<file path="config.mk">
export PLATFORM = sky130hd
export DESIGN_NAME = ntt_iter_engine
export DESIGN_NICKNAME = d
export VERILOG_FILES = /design/src/rtl/ntt_pkg.sv /design/src/rtl/ntt_butterfly.sv /design/src/rtl/ntt_iter_engine.sv
export SDC_FILE = /design/constraint.sdc
export NUM_CORES = 1
export LEC_CHECK = 0
export ABC_CLOCK_PERIOD_IN_PS = 54000
export CORE_ASPECT_RATIO = 0.9
export CORE_UTILIZATION = 50
export DETAILED_ROUTE_END_ITERATION = 6
export PLACE_DENSITY = 0.66
export SYNTH_ARGS = -nofsm -noshare
export SYNTH_HDL_FRONTEND = slang
export SYNTH_SLANG_ARGS = --single-unit
</file>
<file path="constraint.sdc">
create_clock -name clk -period 54 [get_ports clk]
set_input_delay 10.8 -clock clk [delete_from_list [all_inputs] [get_ports clk]]
set_output_delay 10.8 -clock clk [all_outputs]
set_load 0.01 [all_outputs]
</file>
<file path="src/rtl/ntt_pkg.sv">
// Shared modular arithmetic, index helpers, twiddle generation and FSM encoding
// for the iterative NTT engine.
package ntt_pkg;

    localparam int DW = 64;

    typedef enum logic [1:0] {
        ST_LOAD    = 2'd0,
        ST_COMPUTE = 2'd1,
        ST_SCALE   = 2'd2,
        ST_OUTPUT  = 2'd3
    } state_t;

    function automatic logic [DW-1:0] mod_red(input logic [DW-1:0] a, input logic [DW-1:0] q);
        return a % q;
    endfunction

    function automatic logic [DW-1:0] mod_add(input logic [DW-1:0] a, input logic [DW-1:0] b,
                                              input logic [DW-1:0] q);
        logic [DW-1:0] s;
        s = a + b;
        return (s >= q) ? s - q : s;
    endfunction

    function automatic logic [DW-1:0] mod_sub(input logic [DW-1:0] a, input logic [DW-1:0] b,
                                              input logic [DW-1:0] q);
        return (a >= b) ? a - b : a + q - b;
    endfunction

    function automatic logic [DW-1:0] mod_mul(input logic [DW-1:0] a, input logic [DW-1:0] b,
                                              input logic [DW-1:0] q);
        return (a * b) % q;
    endfunction

    function automatic logic [31:0] bitrev(input logic [31:0] idx, input int lg);
        logic [31:0] r;
        r = '0;
        for (int i = 0; i < 32; i++) begin
            if (i < lg) r[i] = idx[lg-1-i];
        end
        return r;
    endfunction

    // root^idx mod q by square-and-multiply; evaluated at elaboration for the twiddle table
    function automatic logic [DW-1:0] tw_entry(input logic [DW-1:0] root, input int idx,
                                               input logic [DW-1:0] q);
        logic [DW-1:0] r;
        logic [DW-1:0] b;
        r = 1;
        b = root % q;
        for (int i = 0; i < 16; i++) begin
            if (idx[i]) r = mod_mul(r, b, q);
            b = mod_mul(b, b, q);
        end
        return r;
    endfunction

endpackage

</file>
<file path="src/rtl/ntt_butterfly.sv">
// Combinational radix-2 DIT butterfly over Z_Q: (u + v*t, u - v*t) mod Q.
module ntt_butterfly
    import ntt_pkg::*;
#(
    parameter int W = 17,
    parameter int Q = 7681
) (
    input  logic [W-1:0] i_u,
    input  logic [W-1:0] i_v,
    input  logic [W-1:0] i_t,
    output logic [W-1:0] o_sum,
    output logic [W-1:0] o_diff
);

    logic [DW-1:0] w_p;

    assign w_p    = mod_mul(DW'(i_v), DW'(i_t), DW'(Q));
    assign o_sum  = W'(mod_add(DW'(i_u), w_p, DW'(Q)));
    assign o_diff = W'(mod_sub(DW'(i_u), w_p, DW'(Q)));

endmodule

</file>
<file path="src/rtl/ntt_iter_engine.sv">
// N-point in-place NTT/INTT: serial bit-reversed load, one butterfly per cycle,
// optional N^-1 scaling, natural-order streaming output with backpressure.
module ntt_iter_engine
    import ntt_pkg::*;
#(
    parameter int N         = 8,
    parameter int W         = 17,
    parameter int Q         = 7681,
    parameter int OMEGA     = 1925,
    parameter int OMEGA_INV = 1213,
    parameter int N_INV     = 6721
) (
    input  logic         clk,
    input  logic         reset,
    input  logic         in_valid,
    output logic         in_ready,
    input  logic [W-1:0] in_data,
    input  logic         in_mode,
    output logic         out_valid,
    input  logic         out_ready,
    output logic [W-1:0] out_data,
    output logic         out_last,
    output logic         busy
);

    localparam int LOGN = $clog2(N);
    localparam int TWB  = LOGN - 1;
    localparam logic [LOGN-1:0] CNT_MAX = LOGN'(N - 1);
    localparam logic [LOGN-1:0] BF_MAX  = LOGN'(N / 2 - 1);
    localparam logic [LOGN-1:0] STG_MAX = LOGN'(LOGN - 1);

    state_t          r_state;
    state_t          w_next;
    logic [LOGN-1:0] r_cnt;
    logic [LOGN-1:0] r_stage;
    logic            r_mode;
    logic [W-1:0]    r_mem [N];

    logic [W-1:0]    w_tw_fwd [N/2];
    logic [W-1:0]    w_tw_inv [N/2];

    genvar gi;
    generate
        for (gi = 0; gi < N / 2; gi++) begin : g_tw
            assign w_tw_fwd[gi] = W'(tw_entry(DW'(OMEGA), gi, DW'(Q)));
            assign w_tw_inv[gi] = W'(tw_entry(DW'(OMEGA_INV), gi, DW'(Q)));
        end
    endgenerate

    // Butterfly index b enumerates pairs: a = group*2h + (b mod h), partner a+h.
    logic [LOGN-1:0] w_hmask;
    logic [LOGN-1:0] w_a;
    logic [LOGN-1:0] w_b;
    logic [TWB-1:0]  w_tidx;
    logic [W-1:0]    w_t;
    logic [LOGN-1:0] w_load_addr;

    assign w_hmask     = (LOGN'(1) << r_stage) - LOGN'(1);
    assign w_a         = ((r_cnt >> r_stage) << (r_stage + LOGN'(1))) | (r_cnt & w_hmask);
    assign w_b         = w_a | (LOGN'(1) << r_stage);
    assign w_tidx      = TWB'((r_cnt & w_hmask) << (STG_MAX - r_stage));
    assign w_t         = r_mode ? w_tw_inv[w_tidx] : w_tw_fwd[w_tidx];
    assign w_load_addr = LOGN'(bitrev(32'(r_cnt), LOGN));

    // SCALE reuses the butterfly multiplier with u=0 and the sum output.
    logic         w_is_scale;
    logic [W-1:0] w_bu;
    logic [W-1:0] w_bv;
    logic [W-1:0] w_bt;
    logic [W-1:0] w_sum;
    logic [W-1:0] w_diff;

    assign w_is_scale = (r_state == ST_SCALE);
    assign w_bu       = w_is_scale ? '0 : r_mem[w_a];
    assign w_bv       = w_is_scale ? r_mem[r_cnt] : r_mem[w_b];
    assign w_bt       = w_is_scale ? W'(N_INV) : w_t;

    ntt_butterfly #(.W(W), .Q(Q)) u_bfly (
        .i_u   (w_bu),
        .i_v   (w_bv),
        .i_t   (w_bt),
        .o_sum (w_sum),
        .o_diff(w_diff)
    );

    // A beat moves on either side only when valid and ready are both high at the clock edge.
    logic w_in_fire;
    logic w_out_fire;
    logic w_last;
    logic w_step;

    assign in_ready   = reset && (r_state == ST_LOAD);
    assign out_valid  = reset && (r_state == ST_OUTPUT);
    assign busy       = reset && (r_state != ST_LOAD);
    assign w_in_fire  = in_valid && in_ready;
    assign w_out_fire = out_valid && out_ready;
    assign w_last     = (r_cnt == ((r_state == ST_COMPUTE) ? BF_MAX : CNT_MAX));
    assign out_data   = out_valid ? r_mem[r_cnt] : '0;
    assign out_last   = out_valid && w_last;

    always_comb begin
        w_next = r_state;
        w_step = 1'b0;
        unique case (r_state)
            ST_LOAD: begin
                w_step = w_in_fire;
                if (w_in_fire && w_last) w_next = ST_COMPUTE;
            end
            ST_COMPUTE: begin
                w_step = 1'b1;
                if (w_last && (r_stage == STG_MAX)) w_next = r_mode ? ST_SCALE : ST_OUTPUT;
            end
            ST_SCALE: begin
                w_step = 1'b1;
                if (w_last) w_next = ST_OUTPUT;
            end
            ST_OUTPUT: begin
                w_step = w_out_fire;
                if (w_out_fire && w_last) w_next = ST_LOAD;
            end
            default: w_next = ST_LOAD;
        endcase
    end

    always_ff @(posedge clk) begin
        if (!reset) r_state <= ST_LOAD;
        else        r_state <= w_next;
    end

    always_ff @(posedge clk) begin
        if (!reset) begin
            r_cnt   <= '0;
            r_stage <= '0;
            r_mode  <= 1'b0;
        end else begin
            if (w_in_fire && (r_cnt == '0)) r_mode <= in_mode;
            if (w_step) begin
                r_cnt <= w_last ? '0 : r_cnt + LOGN'(1);
                if ((r_state == ST_COMPUTE) && w_last)
                    r_stage <= (r_stage == STG_MAX) ? '0 : r_stage + LOGN'(1);
            end
        end
    end

    always_ff @(posedge clk) begin
        case (r_state)
            ST_LOAD: begin
                if (w_in_fire) r_mem[w_load_addr] <= W'(mod_red(DW'(in_data), DW'(Q)));
            end
            ST_COMPUTE: begin
                r_mem[w_a] <= w_sum;
                r_mem[w_b] <= w_diff;
            end
            ST_SCALE: r_mem[r_cnt] <= w_sum;
            default: ;
        endcase
    end

endmodule

</file>
==> results.rst <==
.. list-table::
   :header-rows: 1

   * - Metric
     - Value
   * - Boundary pin count
     - 43
   * - Nature of the critical path endpoint
     - register
   * - Global-route met3 utilization
     - about 3.5%
   * - Number of flops mapped to enable cells by yosys
     - 136
   * - Half-perimeter wire length after detailed placement
     - 96.7 mm
   * - Routed vias/inst
     - 6.47
   * - Number of instances in the synthesized netlist
     - about 4700
   * - Leading post-synthesis cells by cell area
     - sky130_fd_sc_hd__edfxtp_1 11%, sky130_fd_sc_hd__fa_1 9.6%, sky130_fd_sc_hd__nand2_1 6.9%
   * - Number of buffers created by CTS
     - 17
   * - Routed wire length
     - 123 mm
   * - Detailed router's first-iteration violation count
     - between 3000 and 4000
   * - Portion of the clock cycle consumed by the worst path in the final layout
     - roughly three quarters
   * - Die width
     - about 290 um
   * - Clock H-tree levels
     - 4
   * - Post-synthesis area per instance
     - 7.68 sq um
   * - Reg area
     - around 0.0043 sq mm
   * - RSZ-0062 raised after global routing
     - no
   * - Area of the multi-input gates
     - ~0.030 sq mm
   * - Cell taking the most area after synthesis
     - sky130_fd_sc_hd__edfxtp_1
   * - Worst stage delay on the critical path
     - roughly 810 ps
   * - Most used routing layer
     - met2
   * - Top FF cell, synth
     - sky130_fd_sc_hd__edfxtp_1
   * - First-pass GRT wire length
     - between 150 and 200 mm
   * - TritonCTS Sinks
     - approximately 150
   * - Fraction of final layout cells sized beyond drive strength 1
     - 7.59%
   * - Hold bufs inserted after CTS
     - 0
   * - Leading cell type by number of instances after synthesis
     - sky130_fd_sc_hd__nand2_1
   * - Arrival time of data at the critical path endpoint
     - 41210 ps
   * - Clock slew at reported path FFs
     - ~70 ps
   * - Critical path data required time
     - between 50000 and 60000 ps
   * - Kind of start point of the critical path
     - register
   * - Worst-margin pin slew
     - around 1100 ps
   * - Peak fanout along the critical path
     - 36
   * - Hold violation total from the final report
     - 0
   * - Class of the most critical hold timing path
     - reg2reg
   * - Vias in the first global route
     - about 34000
   * - Fin nets
     - 5044
   * - Total global-route track usage
     - ~33%
   * - CTS tree
     - yes
   * - Fraction of registers with async set or reset after synthesis
     - 0%
   * - Number of synthesized register bits
     - about 150
   * - Worst relative slew slack
     - 24.9%
   * - Source-to-sink clock delay at the later pin of the worst-skew pair
     - about 450 ps
   * - Number of maximum-capacitance constraint violations
     - 0
   * - Setup Buffers After CTS
     - 0
   * - Routability cong.
     - 0.995
   * - Synthesis-to-finish area growth
     - 5.07%
   * - Master of the slowest instance on the critical path
     - sky130_fd_sc_hd__a21oi_1
   * - Total count of max-transition violations in the final report
     - 0
   * - Fillers
     - between 6000 and 7000
   * - Global-route met2 utilization
     - between 50 and 60%
   * - Met1 usage
     - 43.9%
   * - Clock tree buffer depth
     - 2
   * - Number of nets in the synthesized netlist
     - 5132
   * - Overflow after GRT
     - 0
   * - Max Clock Skew
     - around 18 ps
   * - Max Fclk
     - 0.0243 GHz
   * - Post-cts gate resize count
     - 0
   * - Run status
     - complete, no violations
   * - Share of the synthesized area in the top cell type
     - 11.2%
   * - Total number of placement rows
     - slightly above 90
   * - Routed WL per cell
     - about 22 um
   * - Total negative setup slack
     - 0 ps
   * - Post-route ant nets
     - 0
   * - Class of the most critical setup path
     - reg2reg
   * - Port buffer count
     - 42
   * - Largest delay share family, worst path
     - compound AO/OA/AOI/OAI gates
   * - Remaining design rule violation count
     - 0
   * - Die H
     - 258 um
   * - Die Area
     - between 0.07 and 0.08 sq mm
   * - Synthesis warning total
     - 0
   * - Min Tclk post-route
     - about 41000 ps
   * - Overall via count from detail_route
     - around 36000
   * - Commonest cells in the synthesized netlist
     - 668 x sky130_fd_sc_hd__nand2_1, 384 x sky130_fd_sc_hd__inv_1, 355 x sky130_fd_sc_hd__nor2_1, 237 x sky130_fd_sc_hd__xnor2_1, 215 x sky130_fd_sc_hd__a21oi_1
   * - Critical Path Most Common Cell
     - sky130_fd_sc_hd__a21oi_1
   * - Sequential fraction of the synthesis area
     - around an eighth
   * - CORE AREA
     - roughly 0.07 sq mm
   * - Root cell of the clock tree
     - sky130_fd_sc_hd__clkbuf_16
   * - Initial standard-cell utilization of the core
     - between 50% and 60%
   * - WP buf/inv
     - 9
   * - Netlist Area Pre-Place
     - between 0.03 and 0.04 sq mm
   * - Initial DRT Pass Iterations
     - 7
   * - Antenna violations before repair
     - 2
   * - Maximum number of pins on one net before global-route repair
     - slightly below 70
   * - Final setup violation count
     - 0
   * - Number of distinct standard cells referenced by the synthesized netlist
     - about 150
cell usage in the layout (no fill, tap or decap), types with 56 or more instances in the layout:
| cell type | instances |
|---|---|
| sky130_fd_sc_hd__nor3_1 | 144 |
| sky130_fd_sc_hd__or3_1 | 58 |
| sky130_fd_sc_hd__nand2b_1 | 65 |
| sky130_fd_sc_hd__inv_1 | 384 |
| sky130_fd_sc_hd__and2_1 | 97 |
| sky130_fd_sc_hd__and3_1 | 65 |
| sky130_fd_sc_hd__xnor2_1 | 237 |
| sky130_fd_sc_hd__a31oi_1 | 63 |
| sky130_fd_sc_hd__nand2_1 | 668 |
| sky130_fd_sc_hd__a21oi_1 | 214 |
| sky130_fd_sc_hd__nor2_1 | 352 |
| sky130_fd_sc_hd__buf_4 | 56 |
| sky130_fd_sc_hd__xor2_1 | 105 |
| sky130_fd_sc_hd__ha_1 | 193 |
| sky130_fd_sc_hd__nand3_1 | 172 |
| sky130_fd_sc_hd__fa_1 | 175 |
| sky130_fd_sc_hd__edfxtp_1 | 136 |
| sky130_fd_sc_hd__o21ai_0 | 131 |
| sky130_fd_sc_hd__mux2i_1 | 164 |
cells by family after synthesis:
| group | Yosys count | share of synthesized area (%) |
|---|---|---|
| AND/OR/NAND/NOR | 1910 | 25.8 |
| AO/OA/AOI/OAI | 1117 | 22.8 |
| buffers and inverters | 592 | 6.38 |
| adder cells (fa/ha/maj) | 389 | 16.8 |
| XOR/XNOR | 343 | 8.27 |
| multiplexers | 242 | 8.04 |
| flip-flops | 148 | 11.9 |
layout make-up:
type                    count  share of cell area [%]
well taps                 950                    3.11
multi-input cells        4001                    78.1
clock inverters            14                   0.373
repair buffers             98                    2.20
clock buffers              17                    1.11
flip-flops and latches    148                    11.3
inverters                 387                    3.80
diodes                      1                 0.00654
registers in the layout (all words and copies together) (netlist names), named ones only:
signal,cells
r_cnt,3
r_mem,136
r_mode,1
r_stage,3
r_state,2
worst paths after layout:
check	from	end	slack, ps	cells after the start
worst min-delay path	r_stage[2]$_SDFFE_PN0P_	r_stage[2]$_SDFFE_PN0P_	590	2
worst max register to register	r_stage[0]$_SDFFE_PN0P_	r_mem[7][2]$_DFFE_PP_	12920	124
worst min register to register	r_stage[2]$_SDFFE_PN0P_	r_stage[2]$_SDFFE_PN0P_	590	2
worst max-delay path	r_stage[0]$_SDFFE_PN0P_	r_mem[7][2]$_DFFE_PP_	12920	124
stage by stage:
| step | std cells | hold WS, ps | util [%] | setup WS (ps) | area (sq um) |
|---|---|---|---|---|---|
| CTS | 5615 | 585 | 53.3 | 13870 | 38200 |
| global route | 5616 | 638 | 53.3 | 10280 | 38200 |
| global placement | 5584 | 559 | 52.5 | 14570 | 37700 |
| finish | 5616 | 593 | 53.3 | 12920 | 38200 |
| detailed placement | 5584 | 564 | 52.5 | 14030 | 37700 |
| floorplan | 4741 | 506 | - | 19850 | 36400 |
metal layers:
layer	part of all wire, %	vias up
li1	-	17000
met1	42	17400
met2	46	1733
met3	7.7	247
met4	3.8	0
met5	0	-
tightest hold or removal path, stage by stage (launching register included):
cell and delay [ps]:
sky130_fd_sc_hd__dfxtp_1 390, sky130_fd_sc_hd__nand2_1 80, sky130_fd_sc_hd__a21boi_0 70
Power is left out: the tool's default activity adds up to more than one toggle a clock period on the data nets, which glitch-free logic cannot reach.
